**config.mk**
```make
export PLATFORM = sky130hd
export DESIGN_NAME = mc_control
export DESIGN_NICKNAME = d
export VERILOG_FILES = /design/src/rtl/mc_control.sv
export SDC_FILE = /design/constraint.sdc
export NUM_CORES = 1
export LEC_CHECK = 0
export CORE_MARGIN = 2
export CORE_UTILIZATION = 45
export DETAILED_ROUTE_END_ITERATION = 12
export GPL_TIMING_DRIVEN = 1
export HOLD_SLACK_MARGIN = 0.1
export PLACE_DENSITY_LB_ADDON = 0.1
export SYNTH_ARGS = -nofsm -noshare
export SYNTH_HDL_FRONTEND = slang
export SYNTH_SLANG_ARGS = --single-unit
```
**constraint.sdc**
```tcl
create_clock -name clk -period 2.1 [get_ports clk]
set_clock_uncertainty 0.1 [all_clocks]
set_input_delay 0.63 -clock clk [delete_from_list [all_inputs] [get_ports clk]]
set_output_delay 0.63 -clock clk [all_outputs]
set_load 0.02 [all_outputs]
```
**src/rtl/mc_control.sv**
```systemverilog
// Multi-cycle processor control unit: Moore FSM sequencing fetch, decode and
// per-instruction execution, plus a completed-instruction counter and a sticky illegal-opcode flag.
module mc_control (
  input  logic        clk,
  input  logic        reset,
  input  logic [5:0]  opcode,
  input  logic        zero,
  output logic        IorD,
  output logic        MemRead,
  output logic        MemWrite,
  output logic        IRWrite,
  output logic        RegDst,
  output logic        MemtoReg,
  output logic        RegWrite,
  output logic        ALUSrcA,
  output logic        PCWrite,
  output logic        PCWriteCond,
  output logic [1:0]  ALUSrcB,
  output logic [1:0]  ALUOp,
  output logic [1:0]  PCSrc,
  output logic        pc_en,
  output logic [3:0]  state,
  output logic [15:0] instr_cnt,
  output logic        illegal
);

  // state  | meaning
  // FETCH  | read instruction at PC, PC <= PC+4
  // DECODE | register read, branch target into ALUOut, dispatch on opcode
  // MEMADR | compute lw/sw effective address
  // MEMRD  | read data memory at ALUOut
  // MEMWB  | write loaded data to rt
  // MEMWR  | write rt to data memory at ALUOut
  // EXEC   | R-type ALU operation
  // ALUWB  | write ALU result to rd
  // BRANCH | beq compare, PC <= target when zero
  // JUMP   | PC <= jump target
  typedef enum logic [3:0] {
    S_FETCH  = 4'd0,
    S_DECODE = 4'd1,
    S_MEMADR = 4'd2,
    S_MEMRD  = 4'd3,
    S_MEMWB  = 4'd4,
    S_MEMWR  = 4'd5,
    S_EXEC   = 4'd6,
    S_ALUWB  = 4'd7,
    S_BRANCH = 4'd8,
    S_JUMP   = 4'd9
  } state_t;

  localparam logic [5:0] OP_RTYPE = 6'b000000;
  localparam logic [5:0] OP_J     = 6'b000010;
  localparam logic [5:0] OP_BEQ   = 6'b000100;
  localparam logic [5:0] OP_LW    = 6'b100011;
  localparam logic [5:0] OP_SW    = 6'b101011;

  state_t      r_state;
  state_t      w_next;
  logic [5:0]  r_opcode;
  logic [15:0] r_instr_cnt;
  logic        r_illegal;
  logic        w_done;
  logic        w_illegal_op;

  always_ff @(posedge clk) begin
    if (reset) begin
      r_state     <= S_FETCH;
      r_opcode    <= 6'd0;
      r_instr_cnt <= 16'd0;
      r_illegal   <= 1'b0;
    end else begin
      r_state <= w_next;
      if (r_state == S_DECODE) begin
        r_opcode <= opcode;
      end
      if (w_illegal_op) begin
        r_illegal <= 1'b1;
      end
      if (w_done) begin
        r_instr_cnt <= r_instr_cnt + 16'd1;
      end
    end
  end

  always_comb begin
    w_next       = S_FETCH;
    w_done       = 1'b0;
    w_illegal_op = 1'b0;
    IorD         = 1'b0;
    MemRead      = 1'b0;
    MemWrite     = 1'b0;
    IRWrite      = 1'b0;
    RegDst       = 1'b0;
    MemtoReg     = 1'b0;
    RegWrite     = 1'b0;
    ALUSrcA      = 1'b0;
    PCWrite      = 1'b0;
    PCWriteCond  = 1'b0;
    ALUSrcB      = 2'b00;
    ALUOp        = 2'b00;
    PCSrc        = 2'b00;

    case (r_state)
      S_FETCH: begin
        MemRead = 1'b1;
        IRWrite = 1'b1;
        ALUSrcB = 2'b01;
        PCWrite = 1'b1;
        w_next  = S_DECODE;
      end
      S_DECODE: begin
        ALUSrcB = 2'b11;
        case (opcode)
          OP_LW, OP_SW: w_next = S_MEMADR;
          OP_RTYPE:     w_next = S_EXEC;
          OP_BEQ:       w_next = S_BRANCH;
          OP_J:         w_next = S_JUMP;
          default: begin
            w_next       = S_FETCH;
            w_illegal_op = 1'b1;
          end
        endcase
      end
      S_MEMADR: begin
        ALUSrcA = 1'b1;
        ALUSrcB = 2'b10;
        // Only lw or sw can reach here, so anything but lw is a store.
        w_next  = (r_opcode == OP_LW) ? S_MEMRD : S_MEMWR;
      end
      S_MEMRD: begin
        MemRead = 1'b1;
        IorD    = 1'b1;
        w_next  = S_MEMWB;
      end
      S_MEMWB: begin
        MemtoReg = 1'b1;
        RegWrite = 1'b1;
        w_done   = 1'b1;
        w_next   = S_FETCH;
      end
      S_MEMWR: begin
        MemWrite = 1'b1;
        IorD     = 1'b1;
        w_done   = 1'b1;
        w_next   = S_FETCH;
      end
      S_EXEC: begin
        ALUSrcA = 1'b1;
        ALUOp   = 2'b10;
        w_next  = S_ALUWB;
      end
      S_ALUWB: begin
        RegDst   = 1'b1;
        RegWrite = 1'b1;
        w_done   = 1'b1;
        w_next   = S_FETCH;
      end
      S_BRANCH: begin
        ALUSrcA     = 1'b1;
        ALUOp       = 2'b01;
        PCSrc       = 2'b01;
        PCWriteCond = 1'b1;
        w_done      = 1'b1;
        w_next      = S_FETCH;
      end
      S_JUMP: begin
        PCSrc   = 2'b10;
        PCWrite = 1'b1;
        w_done  = 1'b1;
        w_next  = S_FETCH;
      end
      default: begin
        w_next = S_FETCH;
      end
    endcase
  end

  assign pc_en     = PCWrite | (PCWriteCond & zero);
  assign state     = r_state;
  assign instr_cnt = r_instr_cnt;
  assign illegal   = r_illegal;

endmodule

```
---- Yosys cells after proc, flatten, opt, wreduce, memory -nomap -nowiden ----
Index checks and enable logic that the tools add are counted.
Widths: inputs -> output; s select.
cells by class
  bitwise logic cells ..................... 2
  equal/unequal tests ..................... 14
  reduce and logical (&&, ||, !) cells .... 10
  $add $sub $neg .......................... 1
  mux-type cells .......................... 19
operator list
  cell                   number
  $pmux 4 s5             1
  $eq 6x6->1 const B     3
  $add 16x1->16 const B  1
  $eq 4x3->1 const B     4
  $pmux 4 s4             1
  $mux 1                 13
  $reduce_or 2->1        5
  $reduce_or 5->1        2
  $eq 4x2->1 const B     2
  $eq 4x4->1 const B     2
  $pmux 2 s2             2
  $eq 6x2->1 const B     1
  $eq 6x3->1 const B     1
  $logic_not 6->1        1
  $pmux 2 s3             1
  $eq 4x1->1 const B     1
  $logic_not 4->1        1
  $mux 3                 1
  $reduce_or 3->1        1
  $and 1x1->1            1
  $or 1x1->1             1
word-level totals
  bits in registers ....................... 27
  output and inout bits ................... 38
  logic and storage cells ................. 50
  input port bits ......................... 9

---- Depth between registers and ports, before layout ----
  depth after elaboration ................. 4
  depth in mapped cells ................... 6
  gate-level depth less buffers ........... 4

---- Least setup slack after synthesis ----
OpenSTA, ideal clock, no wires.
  path type ............................... input-to-output
  start point ............................. in zero
  end point ............................... out pc_en
  stages .................................. 2
  data required time ...................... 1.370 ns
  buffers on the path ..................... 0
  path slack .............................. -0.438 ns
  data arrival time ....................... 1.808 ns
  path through ............................ nor2_1 -> a2111oi_0
on the way
  longest elaborated chain between the ends .. 2
ends and longest elaborated chain
  item             RTL line  source
  start, declared  7         input logic zero,
  $and 1x1->1      178       assign pc_en = PCWrite | (PCWriteCond & zero);
  $or 1x1->1       178
  end, declared    21        output logic pc_en,
No other way between the ends.

---- Worst setup path in the final report ----
  start point ............................. reg r_state[3], in the netlist state[3]
  end point ............................... out PCWrite
on the way
  longest elaborated chain between the ends .. 3
  elaborated cells on any way between the ends .. 4
  those cells by class .................... 1 x eq/ne; 1 x mux; 2 x reduce/logical
ends and longest elaborated chain
  item                                           RTL line  source
  start, declared                                57        state_t r_state;
  start signal, assigned                         72        r_state <= w_next;
  $eq 4x4->1 or $logic_not 4->1 (tied branches)  103       case (r_state)
  $reduce_or 2->1 (no line) *                    n/a
  $mux 1 *                                       103
  end, declared                                  16        output logic PCWrite,
Every way passes the cells marked *; elsewhere a longest branch is shown, timed or not.

==> metrics <==
DR iter-0 viols 67; DR WL/cell 14.6 µm; IO buf count 46; area of the multi-input gates 937 µm²; Die X about 60 µm; minimum clock period 2140 ps; Site Rows 20; synth warn 0; I/O pin total 47; CTS buffer count 3; Leakage 0.000988 µW; share of total power in combinational logic 17.3%; Critical Path Sink Type primary output; largest net degree at the start of global routing 31; Syn Std Cell Area 0.00144 mm²; Post-synth EDFFs 0; setup slack at placement -814 ps; first-pass GRT wire length 6350 µm; Synth Area in Adders 0.872%; CTS HTree Levels 1; CORE AREA 0.00305 mm²; post-route setup slack -41.0 ps; net count after synthesis approximately 190; most frequent cell after synthesis dfxtp_1; status complete, but fails checks; initial antenna violation count 0; Post-Synth Simple-Gate Area approximately a third; Top FF cell, synth dfxtp_1; final core utilization 74.8%; asr flop ratio synth 0%; Worst setup SP type flop; actual slew at the worst max-slew pin 386 ps; Die Area approximately 0.0037 mm²; placed cell count 282; DRC 0; total grt overflow 0; Vias 1657; fmax roughly 0.47 GHz; Initial Util 47.0%; sequential fraction of the synthesis area approximately 38%; CP arrival 1410 ps; CTS Root Buffer Type clkbuf_4; relative slew slack about 74%; switching share of power 27.1%; FILL cells 241; Final Setup Violations 2; via-per-instance ratio 5.66; antenna diode count 0; layout cells sized above 1 32.5%; Post-Route WL 4290 µm; cell taking the most area after synthesis dfxtp_1; RR Startpoint instr_cnt[0]; Synth Instances roughly 180; fin nets 260; Unique masters post-synth 40; RSZ-0062 raised after global routing yes; max_cap viols 0; Reg area approximately 550 µm²; Clock Path Buffers 2; DP Area 0.00210 mm²; Overall Global Routing Usage 22.4%; Hold Crit Class reg -> reg; setup_tns -42.7 ps; CTS clk-pin slew, worst paths about 140 ps; maximum VDD drop 0.317 mV; Post-Layout Cell Count 293; crit-path max FO 4; CTS tree yes; switching pwr 249 µW; critical path type reg -> out; Slew Viols, Final 0; CP Launch Point state[3]; DP HPWL 2850 µm; Clock Power Share 25.1%; Fin. Hold Viols 0; internal power 672 µW; DRT Pass-1 Iters 4; largest family of logic cells by synthesized area simple AND/OR/NAND/NOR gates; post-synthesis mux area share 0.697%; PD cells 404 mW/mm²; Synth area leaders dfxtp_1, a21oi_1, o31ai_1; most frequent cells after synthesis dfxtp_1, a21oi_1, nand2_1; later-pin clock latency in the skew report 330 ps; post-route cell area about 0.0023 mm²; period utilization 102%; xor/xnor share of the synthesized area 1.83%; syn avg cell area a little under 8 µm²; number of global-route vias before repair 1465; hold-fix buffers at CTS 0; Reg power frac between 50 and 60%; worst hold start r_opcode[1]; top cell type's share of synthesized area 37.7%; violated checks negative setup slack; Final ANT Viol Nets 0; Die Span Y 60.5 µm; synthesized flop and latch total 27; total clock sinks 27; Critical Path RT 1370 ps; routability cong. roughly 0.84; synthesis-to-layout area growth 59.0%; compound-cell area share of the yosys netlist 20.3%
-- worst paths after layout --
kind | end | slack (ps) | depth (start not counted)
setup / recovery | PCWrite | -40 | 4
hold / removal | r_opcode[1] | 370 | 2
setup reg to reg | instr_cnt[8] | 200 | 4
hold reg to reg | r_opcode[1] | 370 | 2
-- placed cells by master, fill, tap and decap left out, drive strengths merged, types with 2 or more instances in the layout --
cell / instances
a2111oi: 2
a211oi: 2
a21oi: 21
and3: 4
and4: 2
buf: 48
clkbuf: 4
clkdlybuf4s50: 8
dfxtp: 27
dlygate4sd2: 16
dlymetal6s2s: 4
inv: 6
nand2: 21
nand2b: 3
nand3: 10
nand4: 3
nor2: 10
nor2b: 3
nor3: 5
nor4: 2
o21ai: 3
o31ai: 12
or3: 5
or4: 12
xor2: 2
-- final cells by class --
cell class / instances / share of cell area [%]
Clock buffer: 3 / 0.987
Clock inverter: 1 / 0.329
Inverter: 6 / 0.987
Multi-Input combinational cell: 134 / 41.1
Sequential cell: 27 / 24.2
Tap cell: 44 / 2.41
Timing Repair Buffer: 78 / 30.0
-- logic make-up after synthesis --
| family | count (synthesis) |
|---|---|
| xor gates and xnor gates | 3 |
| adders and majority gates | 1 |
| buffers and inverters | 21 |
| AOI/OAI and AO/OA | 45 |
| DFF | 27 |
| muxes | 1 |
| and+or+nand+nor | 84 |
-- what timing repair did --
action                     4_1_cts  5_1_grt
setup endpoints to repair       34       21
resized for setup              104       39
setup buffers                    0        7
pin swaps                        2        8
-- routing by layer --
layer | up-vias | GRT usage (%) | routed length (µm)
met4 | 0 | 6.52 | 15
li1 | 800 | - | -
met1 | 815 | 28.1 | 1790
met3 | 2 | 2.56 | 166
met2 | 40 | 40.5 | 2320
met5 | - | 0 | 0
-- power groups by stage --
stage	clock network (µW)	registers [µW]	logic (µW)
global route	258	531	170
detailed placement	0	543	140
floorplan	0	547	64.6
global placement	0	542	136
finish	232	530	159
CTS	243	530	135
-- worst max-delay path, stage by stage (launching register included) --
cell	delay (ps)
dfxtp_2	360
buf_4	160
and3_1	190
or2_4	250
buf_6	130
-- sequential cells by signal, indices dropped and copies added, names as in the netlist --
signal / flops
state: 4
illegal: 1
instr_cnt: 16
r_opcode: 6
-- per-stage QoR --
step | total power [µW] | hold WS, ps
6_report | 921 | 366
5_1_grt | 959 | 390
4_1_cts | 908 | 366
3_5_place_dp | 682 | 347
3_3_place_gp | 678 | 338
2_1_floorplan | 611 | 332
Note: power is estimated with default switching activity, not from simulation.
